==> src/rtl/except_commit_unit.sv <==
// Exception commit stage sitting between MEM and WB.
// Registers the winning (lowest-index) cause of the accumulated exception
// vector together with EPC, BadVAddr and the delay-slot flag. The result is
// held for CP0 until it is acknowledged. A one-cycle blackout follows each
// acknowledge so that the redirect flush cannot post a second exception.
module except_commit_unit #(
    parameter int VEC_W = 32,
    parameter int PC_W  = 32,
    parameter int CNT_W = 16,
    parameter int IDX_W = $clog2(VEC_W)
) (
    input  logic             clk,
    input  logic             rst,
    input  logic             valid_i,
    input  logic             stall_i,
    input  logic             flush_i,
    input  logic [VEC_W-1:0] vector_i,
    input  logic [PC_W-1:0]  pc_i,
    input  logic [PC_W-1:0]  badvaddr_i,
    input  logic             bd_i,
    input  logic             ack_i,
    output logic             excp_valid_o,
    output logic [IDX_W-1:0] excp_idx_o,
    output logic [VEC_W-1:0] excp_onehot_o,
    output logic [PC_W-1:0]  epc_o,
    output logic [PC_W-1:0]  badvaddr_o,
    output logic             bd_o,
    output logic             busy_o,
    output logic [CNT_W-1:0] count_o
);

    typedef enum logic [1:0] {
        IDLE  = 2'd0,
        PEND  = 2'd1,
        BLANK = 2'd2
    } state_t;

    state_t           state_reg;
    logic [IDX_W-1:0] win_idx;
    logic [VEC_W-1:0] win_onehot;
    logic [PC_W-1:0]  epc_next;
    logic             capture;

    // Priority encoder: bit 0 wins, so scan downwards and let the lowest set bit overwrite.
    always_comb begin
        win_idx = '0;
        for (int i = VEC_W - 1; i >= 0; i--) begin
            if (vector_i[i]) begin
                win_idx = IDX_W'(i);
            end
        end
    end

    // Isolate the lowest set bit directly for the one-hot output.
    assign win_onehot = vector_i & (~vector_i + VEC_W'(1));

    // A delay-slot instruction reports the branch PC; subtraction wraps modulo 2^PC_W.
    assign epc_next = bd_i ? (pc_i - PC_W'(4)) : pc_i;

    // Only a live, non-stalled, non-squashed instruction carrying a cause is committed.
    assign capture = valid_i & ~stall_i & ~flush_i & (|vector_i);

    // Commit FSM with all outputs registered alongside the state.
    always_ff @(posedge clk or posedge rst) begin
        if (rst) begin
            state_reg     <= IDLE;
            excp_valid_o  <= 1'b0;
            busy_o        <= 1'b0;
            excp_idx_o    <= '0;
            excp_onehot_o <= '0;
            epc_o         <= '0;
            badvaddr_o    <= '0;
            bd_o          <= 1'b0;
            count_o       <= '0;
        end else begin
            case (state_reg)
                IDLE: begin
                    if (capture) begin
                        state_reg     <= PEND;
                        excp_valid_o  <= 1'b1;
                        busy_o        <= 1'b1;
                        excp_idx_o    <= win_idx;
                        excp_onehot_o <= win_onehot;
                        epc_o         <= epc_next;
                        badvaddr_o    <= badvaddr_i;
                        bd_o          <= bd_i;
                    end
                end
                PEND: begin
                    // Inputs other than ack are ignored; the exception is already committed.
                    if (ack_i) begin
                        state_reg    <= BLANK;
                        excp_valid_o <= 1'b0;
                        busy_o       <= 1'b1;
                        if (count_o != {CNT_W{1'b1}}) begin
                            count_o <= count_o + CNT_W'(1);
                        end
                    end
                end
                BLANK: begin
                    state_reg    <= IDLE;
                    excp_valid_o <= 1'b0;
                    busy_o       <= 1'b0;
                end
                default: begin
                    state_reg    <= IDLE;
                    excp_valid_o <= 1'b0;
                    busy_o       <= 1'b0;
                end
            endcase
        end
    end

endmodule

==> config.mk <==
export PLATFORM = sky130hd
export DESIGN_NAME = except_commit_unit
export DESIGN_NICKNAME = d
export VERILOG_FILES = /design/src/rtl/except_commit_unit.sv
export SDC_FILE = /design/constraint.sdc
export NUM_CORES = 1
export LEC_CHECK = 0
export CORE_ASPECT_RATIO = 0.75
export CORE_UTILIZATION = 40
export CTS_CLUSTER_DIAMETER = 150
export CTS_CLUSTER_SIZE = 14
export DETAILED_ROUTE_END_ITERATION = 10
export GPL_TIMING_DRIVEN = 1
export PLACE_DENSITY_LB_ADDON = 0.12
export SLEW_MARGIN = 20
export SYNTH_ARGS = -nofsm -noshare
export SYNTH_HDL_FRONTEND = slang
export SYNTH_SLANG_ARGS = --single-unit
==> constraint.sdc <==
create_clock -name clk -period 10.8 [get_ports clk]
set_input_delay 1.62 -clock clk [delete_from_list [all_inputs] [get_ports clk]]
set_output_delay 1.62 -clock clk [all_outputs]
set_load 0.1 [all_outputs]
==> metrics.cfg, run 1 <==
[yosys]
avgSynthCellArea_sq_um = 10.3
synthFlopType = dfrtp_1
yosys.area_share.simple = 0.199
ys_ff_latch = 121
synth_seq_area_share = 0.525
syn_nets = 663
synth-edff-count = 0
synth_compound_area_frac = 0.0961
synthArstFlopShare = 1.00
synth_top_family_by_area = simple AND/OR/NAND/NOR gates
synthMuxAreaShare = 0.0740
synth.cell_area_sq_um = 5770
synth-xor-area-share = 0.0668
synth_cell_type_count = 57
netlist_instances = 558
synth-adder-area-share = 0.00434
yosys_warnings = 0

[cells_and_area]
syn2layout_area_growth_pct = 51.3
num-nets-final = 886
drive_gt1_frac = 0.105
reg_top3 = badvaddr_o (32), epc_o (32), excp_onehot_o (32)
stdcell_count = 969
final_cell_area_sq_um = 8730
n_fill_cell = 1136
n_antenna_cell = 0

[clocking]
cts_buffers = 17
root_buffer = clkbuf_16
postCtsSetupBuffers = 0
cts_hold_buf = 0
cts_tree = yes
clock_path_buffers = 2
clock-sinks = 121
clk_latency_ps = 420
clk_pin_slew_ps = 60
h-tree-depth = 4
ctsResizeCount = 0

[floorplan]
fp.dieW_microns = 141
core_area_sq_um = 13900
initial_core_util = 0.415
io_pins = 223
die_area_sq_um = 14900
die-height_microns = 106
fp-row-count = 37

[global_routing]
antenna_found_initial = 0
track_usage = 0.218
grt_pass1_wl_microns = 25100
overflow = 0
grt_pass1_vias = 4954
grt_max_degree = 108

[routing]
wirelength_microns = 15700
ant_nets = 0
drt_pass1_iterations = 5
via_count = 4992
dr.first_iter.drc_count = 203
drt-wirelength-per-cell_microns = 16.2
viasPerCell = 5.15
drc_errors = 0

[critical_path]
worst-path-max-fanout = 107
reg2reg_from = state_reg[0]
critPathCaptureType = register
cp.arrival_ps = 4590
worst_setup_path_start_kind = primary input
cp-startpoint = vector_i[15]
worstPathRequired_ps = 11100
criticalPathCategory = primary input to register

[sta]
relSlewSlack = 0.299
whs_ps = 476
drv_slew = 0
min_period_ps = 4290
clock_skew_ps = 5.78
rsz0062_at_grt = no
worst_pin_slew_ps = 1050
setup_viol = 0
tns_ps = 0
hold_viol = 0
timing.final.crit_share = 0.397
fmax_mhz = 233

[run]
cap_violations = 0

[place]
place_area_sq_um = 8120
port_buffers = 222
dp_hpwl_microns = 11500
dp.cells = 937
gp_congestion = 0.907

[power]
power_frac_comb = 0.436
switching_power_mw = 0.957
clkPwrFrac = 0.283
swShare = 0.462
ir_drop_mv = 0.284
seqPwrFrac = 0.281
leakagePower_nw = 3.52
p_per_area_nw_per_um2 = 237
p_int_mw = 1.11

[run_status]
status = complete, no violations

[hold_path]
min_from = excp_idx_o[1]
hold_class = register to register

synth_stat cells, types with 6 or more instances:
master / count / area (sq um)
nand3b_1: 6 / 45.0
mux2_2: 36 / 405
xnor2_1: 21 / 184
buf_2: 8 / 40.0
nand2b_1: 6 / 37.5
nand2_1: 91 / 342
nor4_1: 14 / 87.6
dfrtp_1: 121 / 3030
nand3_1: 14 / 70.1
or4_1: 6 / 45.0
nand4_1: 12 / 75.1
nor3_1: 14 / 70.1
nor2_1: 30 / 113
o21ai_0: 58 / 290
clkbuf_1: 9 / 33.8
inv_1: 20 / 75.1
xor2_1: 23 / 201
layer usage:
metal	vias to the layer above	GRT usage	share of wire
met5	-	0	0
met4	0	0.0675	0.013
met3	17	0.0824	0.087
met2	202	0.332	0.45
met1	2356	0.288	0.45
li1	2417	-	-
cells by family (layout without fill, tap and decap cells):
group / after synthesis / after routing
AOI/OAI and AO/OA: 90 / 90
xor gates and xnor gates: 44 / 44
adders and majority gates: 2 / 2
buffers and inverters: 42 / 278
DFF: 121 / 121
muxes: 38 / 38
and+or+nand+nor: 221 / 221
critical path, cell delays in order:
cell and delay [ps]:
clkdlybuf4s50_1 470, nor4_2 490, nand4_2 280, o41ai_4 400, buf_4 830, mux2_2 430
power groups by stage:
stage / logic (mW) / clock network [mW] / registers (mW)
CTS: 0.909 / 0.595 / 0.583
detailed placement: 0.907 / 0 / 0.588
global placement: 0.901 / 0 / 0.584
global route: 0.933 / 0.616 / 0.593
floorplan: 0.102 / 0 / 1.15
finish: 0.904 / 0.585 / 0.582
final timing paths:
kind / endpoint / slack [ps] / cells past startpoint
max in group asynchronous: excp_onehot_o[21] / 7820 / 3
max reg2reg: excp_onehot_o[25] / 8160 / 6
min: excp_idx_o[1] / 480 / 2
min reg2reg: excp_idx_o[1] / 480 / 2
min in group asynchronous: epc_o[17] / 1700 / 2
max: badvaddr_o[8] / 6510 / 6
cells in the final DEF (no fill, tap or decap), types with 2 or more instances in the layout:
cell type and count:
nand2_1 91, a21oi_1 5, nor3_1 14, o21ai_0 58
o31ai_1 4, nor4_4 2, nand2b_1 6, nand4b_1 5
nor2b_1 3, ha_1 2, o211ai_1 3, nor2_1 30
xnor2_1 21, clkinv_4 5, nand3_1 14, clkinv_2 3
a31oi_1 2, or4_1 6, clkinvlp_4 2, dfrtp_1 121
inv_1 19, bufinv_16 3, a22o_1 2, nor4_2 3
nor4_1 14, xor2_1 23, or3_1 3, buf_4 4
nand3b_1 6, mux2_2 36, nand4_1 12, o41ai_1 2
clkdlybuf4s50_1 222, clkbuf_16 17, a32o_1 3
final cells by class:
class	instances	area (sq um)	share of cell area
Clock buffer	18	439	0.0503
Multi-Input combinational cell	395	2540	0.291
Tap cell	175	219	0.0251
Sequential cell	121	3030	0.347
Clock inverter	14	173	0.0198
Timing Repair Buffer	226	2250	0.258
Inverter	20	77.6	0.00889
per-stage QoR:
stage | utilization | power (mW) | setup slack (ps)
finish | 0.628 | 2.07 | 6510
global route | 0.628 | 2.14 | 6280
CTS | 0.628 | 2.09 | 6500
detailed placement | 0.584 | 1.50 | 6040
global placement | 0.584 | 1.49 | 6200
floorplan | - | 1.25 | 5970
Power figures use the tool's default switching activity.
==> run 2: changes to the inputs <==
==> constraint.sdc (replaced) <==
create_clock -name clk -period 3.7 [get_ports clk]
set_input_delay 0.555 -clock clk [delete_from_list [all_inputs] [get_ports clk]]
set_output_delay 0.555 -clock clk [all_outputs]
set_load 0.1 [all_outputs]
==> metrics.cfg, run 2 (same netlist as run 1, synthesis figures left out) <==
[routing]
wirelength_microns = 16000  ; +2.3%
dr.first_iter.drc_count = 245  ; +21%
drt-wirelength-per-cell_microns = 16.5  ; +1.8%
drc_errors = 0  ; unchanged
drt_pass1_iterations = 4  ; -1
ant_nets = 0  ; unchanged
viasPerCell = 5.06  ; -1.8%
via_count = 4928  ; -1.3%

[cells_and_area]
n_fill_cell = 1119  ; -1.5%
reg_top3 = badvaddr_o (32), epc_o (32), excp_onehot_o (32)
final_cell_mix = 222 x clkdlybuf4s50_1, 121 x dfrtp_1, 91 x nand2_1, 58 x o21ai_0, 36 x mux2_2
regArea_sq_um = 3030  ; unchanged
final_common_cell = clkdlybuf4s50_1
n_antenna_cell = 0  ; unchanged
final_cell_area_sq_um = 8810  ; +0.96%
multi_input_area_sq_um = 2540  ; unchanged
num-nets-final = 891  ; +0.56%
syn2layout_area_growth_pct = 52.8
drive_gt1_frac = 0.110  ; +0.00560

[sta]
drv_slew = 0  ; unchanged
rsz0062_at_grt = no
fmax_mhz = 339
timing.final.crit_share = 0.797
relSlewSlack = 0.292  ; -0.00692
tns_ps = 0  ; unchanged
clock_skew_ps = 6.17  ; +0.399 ps
worst_pin_slew_ps = 1060  ; +10.3 ps
min_period_ps = 2950
hold_viol = 0  ; unchanged
setup_viol = 0  ; unchanged

[clocking]
cts_tree = yes
clk_pin_slew_ps = 60  ; about the same
h-tree-depth = 4  ; unchanged
cts_buffers = 17  ; unchanged
postCtsSetupBuffers = 0  ; unchanged
clock-sinks = 121  ; unchanged
root_buffer = clkbuf_16
clk_latency_ps = 420  ; about the same
clock_path_buffers = 2  ; unchanged
ctsResizeCount = 0  ; unchanged
cts_hold_buf = 0  ; unchanged

[global_routing]
track_usage = 0.225  ; +0.00663
grt_pass1_vias = 5083  ; +2.6%
grt_pass1_wl_microns = 25800  ; +2.9%
overflow = 0  ; unchanged
grt_max_degree = 119  ; +10%
antenna_found_initial = 0  ; unchanged

[floorplan]
die-height_microns = 106  ; unchanged
fp-row-count = 37  ; unchanged
die_area_sq_um = 14900  ; unchanged
core_area_sq_um = 13900  ; unchanged
io_pins = 223  ; unchanged
initial_core_util = 0.415  ; unchanged
fp.dieW_microns = 141  ; unchanged

[critical_path]
worst-path-max-fanout = 118  ; +10%
cp.arrival_ps = 3250  ; -1340 ps
reg2reg_slack_ps = 1280  ; -6880 ps
worst_setup_path_start_kind = primary input
criticalPathCategory = primary input to register
critPathCaptureType = register
worstPathRequired_ps = 4000  ; -7100 ps

[power]
ir_drop_mv = 0.823  ; +190%
leakagePower_nw = 3.56  ; +1.0%
p_total_mw = 6.14  ; +200%
p_per_area_nw_per_um2 = 697  ; +190%

[place]
gp_congestion = 0.842  ; -7.2%
port_buffers = 222  ; unchanged
dp_hpwl_microns = 11900  ; +2.8%
place_area_sq_um = 8170  ; +0.63%

[run]
cap_violations = 0  ; unchanged

[run_status]
status = complete, no violations

[hold_path]
hold_class = register to register

run 2: layout make-up:
cell class | instances | share of cell area
repair buffers | 231 | 0.261
flip-flops and latches | 121 | 0.344
multi-input cells | 395 | 0.288
clock buffers | 19 | 0.0514
inverters | 20 | 0.00895
clock inverters | 13 | 0.0217
well taps | 175 | 0.0249
run 2: stage by stage:
| stage | worst slack (ps) | hold WS, ps | util | instances |
|---|---|---|---|---|
| after global placement | 507 | 461 | 0.588 | 942 |
| after floorplan | 1150 | 532 | - | 558 |
| after CTS | 801 | 481 | 0.634 | 974 |
| after global routing | 685 | 499 | 0.634 | 974 |
| final | 750 | 477 | 0.634 | 974 |
| after detailed placement | 404 | 467 | 0.588 | 942 |
run 2: per-layer routing:
layer / up-vias / global-route usage / routed length (microns)
met5: - / 0 / 0
met4: 0 / 0.0885 / 198
met3: 15 / 0.0716 / 1290
met2: 170 / 0.356 / 7380
met1: 2318 / 0.286 / 7170
li1: 2425 / - / -
run 2: critical path, cell delays in order:
cell and delay [ps]:
clkdlybuf4s50_1 480, nor4_2 520, nand4_2 290, o41ai_4 480
buf_12 410, nor4_1 140, a32o_1 290
run 2: final timing paths:
check                                   from  cells after the start                end
max                             vector_i[15]                      7  excp_onehot_o[27]
min                        excp_onehot_o[13]                      2  excp_onehot_o[13]
max reg2reg                     state_reg[0]                      6  excp_onehot_o[25]
min reg2reg                excp_onehot_o[13]                      2  excp_onehot_o[13]
max in group asynchronous                rst                      3        count_o[13]
min in group asynchronous                rst                      2       state_reg[1]
run 2: where the power goes:
part           internal, mW  switching, mW  total (mW)  leakage [nW]
Clock                  1.17          0.630        1.80         0.306
Combinational         0.630           2.02        2.65          1.72
Sequential             1.55          0.149        1.70          1.53
==> run 3: changes to the inputs <==
==> constraint.sdc (replaced) <==
create_clock -name clk -period 2.7 [get_ports clk]
set_input_delay 0.405 -clock clk [delete_from_list [all_inputs] [get_ports clk]]
set_output_delay 0.405 -clock clk [all_outputs]
set_load 0.1 [all_outputs]
==> metrics.cfg, run 3 (same netlist as run 1, synthesis figures left out) <==
[clocking]
clk_pin_slew_ps = 60  ; about the same
postCtsSetupBuffers = 0  ; unchanged
cts_hold_buf = 0  ; unchanged
h-tree-depth = 4  ; unchanged
clk_latency_ps = 410  ; about the same
cts_tree = yes
clock-sinks = 121  ; unchanged
clock_path_buffers = 2  ; unchanged
root_buffer = clkbuf_16
ctsResizeCount = 0  ; unchanged
cts_buffers = 17  ; unchanged

[routing]
via_count = 5226  ; +6.0%
dr.first_iter.drc_count = 238  ; -2.9%
drt_pass1_iterations = 4  ; unchanged
wirelength_microns = 16200  ; +1.3%
drc_errors = 0  ; unchanged
drt-wirelength-per-cell_microns = 15.9  ; -3.3%
viasPerCell = 5.12  ; +1.3%
ant_nets = 0  ; unchanged

[sta]
worst_pin_slew_ps = 669  ; -390 ps
clock_skew_ps = 4.52  ; -1.66 ps
relSlewSlack = 0.550  ; +0.258
timing.final.crit_share = 0.876
fmax_mhz = 423
tns_ps = 0  ; unchanged
rsz0062_at_grt = no
hold_viol = 0  ; unchanged
min_period_ps = 2360
drv_slew = 0  ; unchanged
setup_viol = 0  ; unchanged

[cells_and_area]
n_antenna_cell = 0  ; unchanged
final_cell_mix = 172 x buf_4, 121 x dfrtp_1, 102 x clkdlybuf4s50_1, 91 x nand2_1, 58 x o21ai_0
num-nets-final = 937  ; +5.2%
final_common_cell = buf_4
final_util = 0.637  ; +0.00234
drive_gt1_frac = 0.298  ; +0.188
reg_top3 = badvaddr_o (32), epc_o (32), excp_onehot_o (32)
syn2layout_area_growth_pct = 53.3
stdcell_count = 1020  ; +4.7%

[global_routing]
antenna_found_initial = 0  ; unchanged
track_usage = 0.227  ; +0.00218
grt_pass1_vias = 5192  ; +2.1%
grt_pass1_wl_microns = 26200  ; +1.6%
grt_max_degree = 56  ; -53%
overflow = 0  ; unchanged

[place]
port_buffers = 222  ; unchanged
gp_congestion = 0.896  ; +6.5%
dp.cells = 988  ; +4.9%
dp_hpwl_microns = 12400  ; +4.2%

[run_status]
status = complete, no violations

[floorplan]
fp.dieW_microns = 141  ; unchanged
io_pins = 223  ; unchanged
fp-row-count = 37  ; unchanged
die-height_microns = 106  ; unchanged
initial_core_util = 0.415  ; unchanged
core_area_sq_um = 13900  ; unchanged
die_area_sq_um = 14900  ; unchanged

[power]
leakagePower_nw = 3.93  ; +10%
p_per_area_nw_per_um2 = 929  ; +33%
p_total_mw = 8.22  ; +34%
ir_drop_mv = 1.04  ; +27%

[critical_path]
worst_setup_path_start_kind = primary input
cpMaxStageDelayCell = clkdlybuf4s50_1
criticalPathCategory = primary input to register
cp.arrival_ps = 2650  ; -600 ps
crit_top_cell = buf_4
crit_chain = clkdlybuf4s50_1 > nor4_2 > buf_4 > nand4_2 > o41ai_4 > buf_4 > buf_4 > o21ai_0
worst-path-max-fanout = 19  ; -84%
critPathCaptureType = register
crit_buf_inv = 4  ; +2
slowest_delay_ps = 460  ; -60 ps
crit_family = buffers and inverters
worstPathRequired_ps = 2980  ; -1020 ps

[hold_path]
hold_class = primary input to async pin

[run]
cap_violations = 0  ; unchanged

[run 3: layout make-up]
type | count | area, sq um
sequential | 121 | 3030
timing repair buffer | 277 | 2370
tap | 175 | 219
clock inverter | 11 | 146
fill | 1139 | 5040
multi-input combinational | 395 | 2540
clock buffer | 21 | 460
inverter | 20 | 78.8
[run 3: path summary, 6_finish.rpt]
kind | slack, ps | cells after the start | endpoint | start
worst max register to register | 370 | 6 | excp_onehot_o[23] | state_reg[0]
worst min register to register | 480 | 2 | epc_o[22] | epc_o[22]
max in group asynchronous | 1670 | 3 | excp_onehot_o[3] | rst
worst max-delay path | 340 | 8 | excp_onehot_o[18] | vector_i[15]
worst min-delay path | 390 | 2 | epc_o[0] | rst
min in group clk | 480 | 2 | epc_o[22] | epc_o[22]
[run 3: where the power goes]
group          switching [mW]  total, mW  leakage (nW)  internal, mW
Combinational            2.77       3.56          2.12         0.789
Sequential              0.226       2.35          1.53          2.12
Clock                   0.818       2.31         0.281          1.50
[run 3: metrics by stage]
step / hold slack, ps / setup WS (ps) / cell area, sq um
after global placement: 466 / -26.4 / 8240
after global routing: 406 / 148 / 8840
final: 391 / 336 / 8840
after detailed placement: 470 / -61.1 / 8240
after floorplan: 501 / 148 / 5770
after CTS: 388 / 357 / 8840
[run 3: metal layers]
| metal | share of wire | vias up | global-route usage |
|---|---|---|---|
| met2 | 0.46 | 193 | 0.347 |
| met4 | 0.011 | 0 | 0.0753 |
| li1 | - | 2513 | - |
| met1 | 0.45 | 2504 | 0.306 |
| met5 | 0 | - | 0 |
| met3 | 0.080 | 16 | 0.0698 |
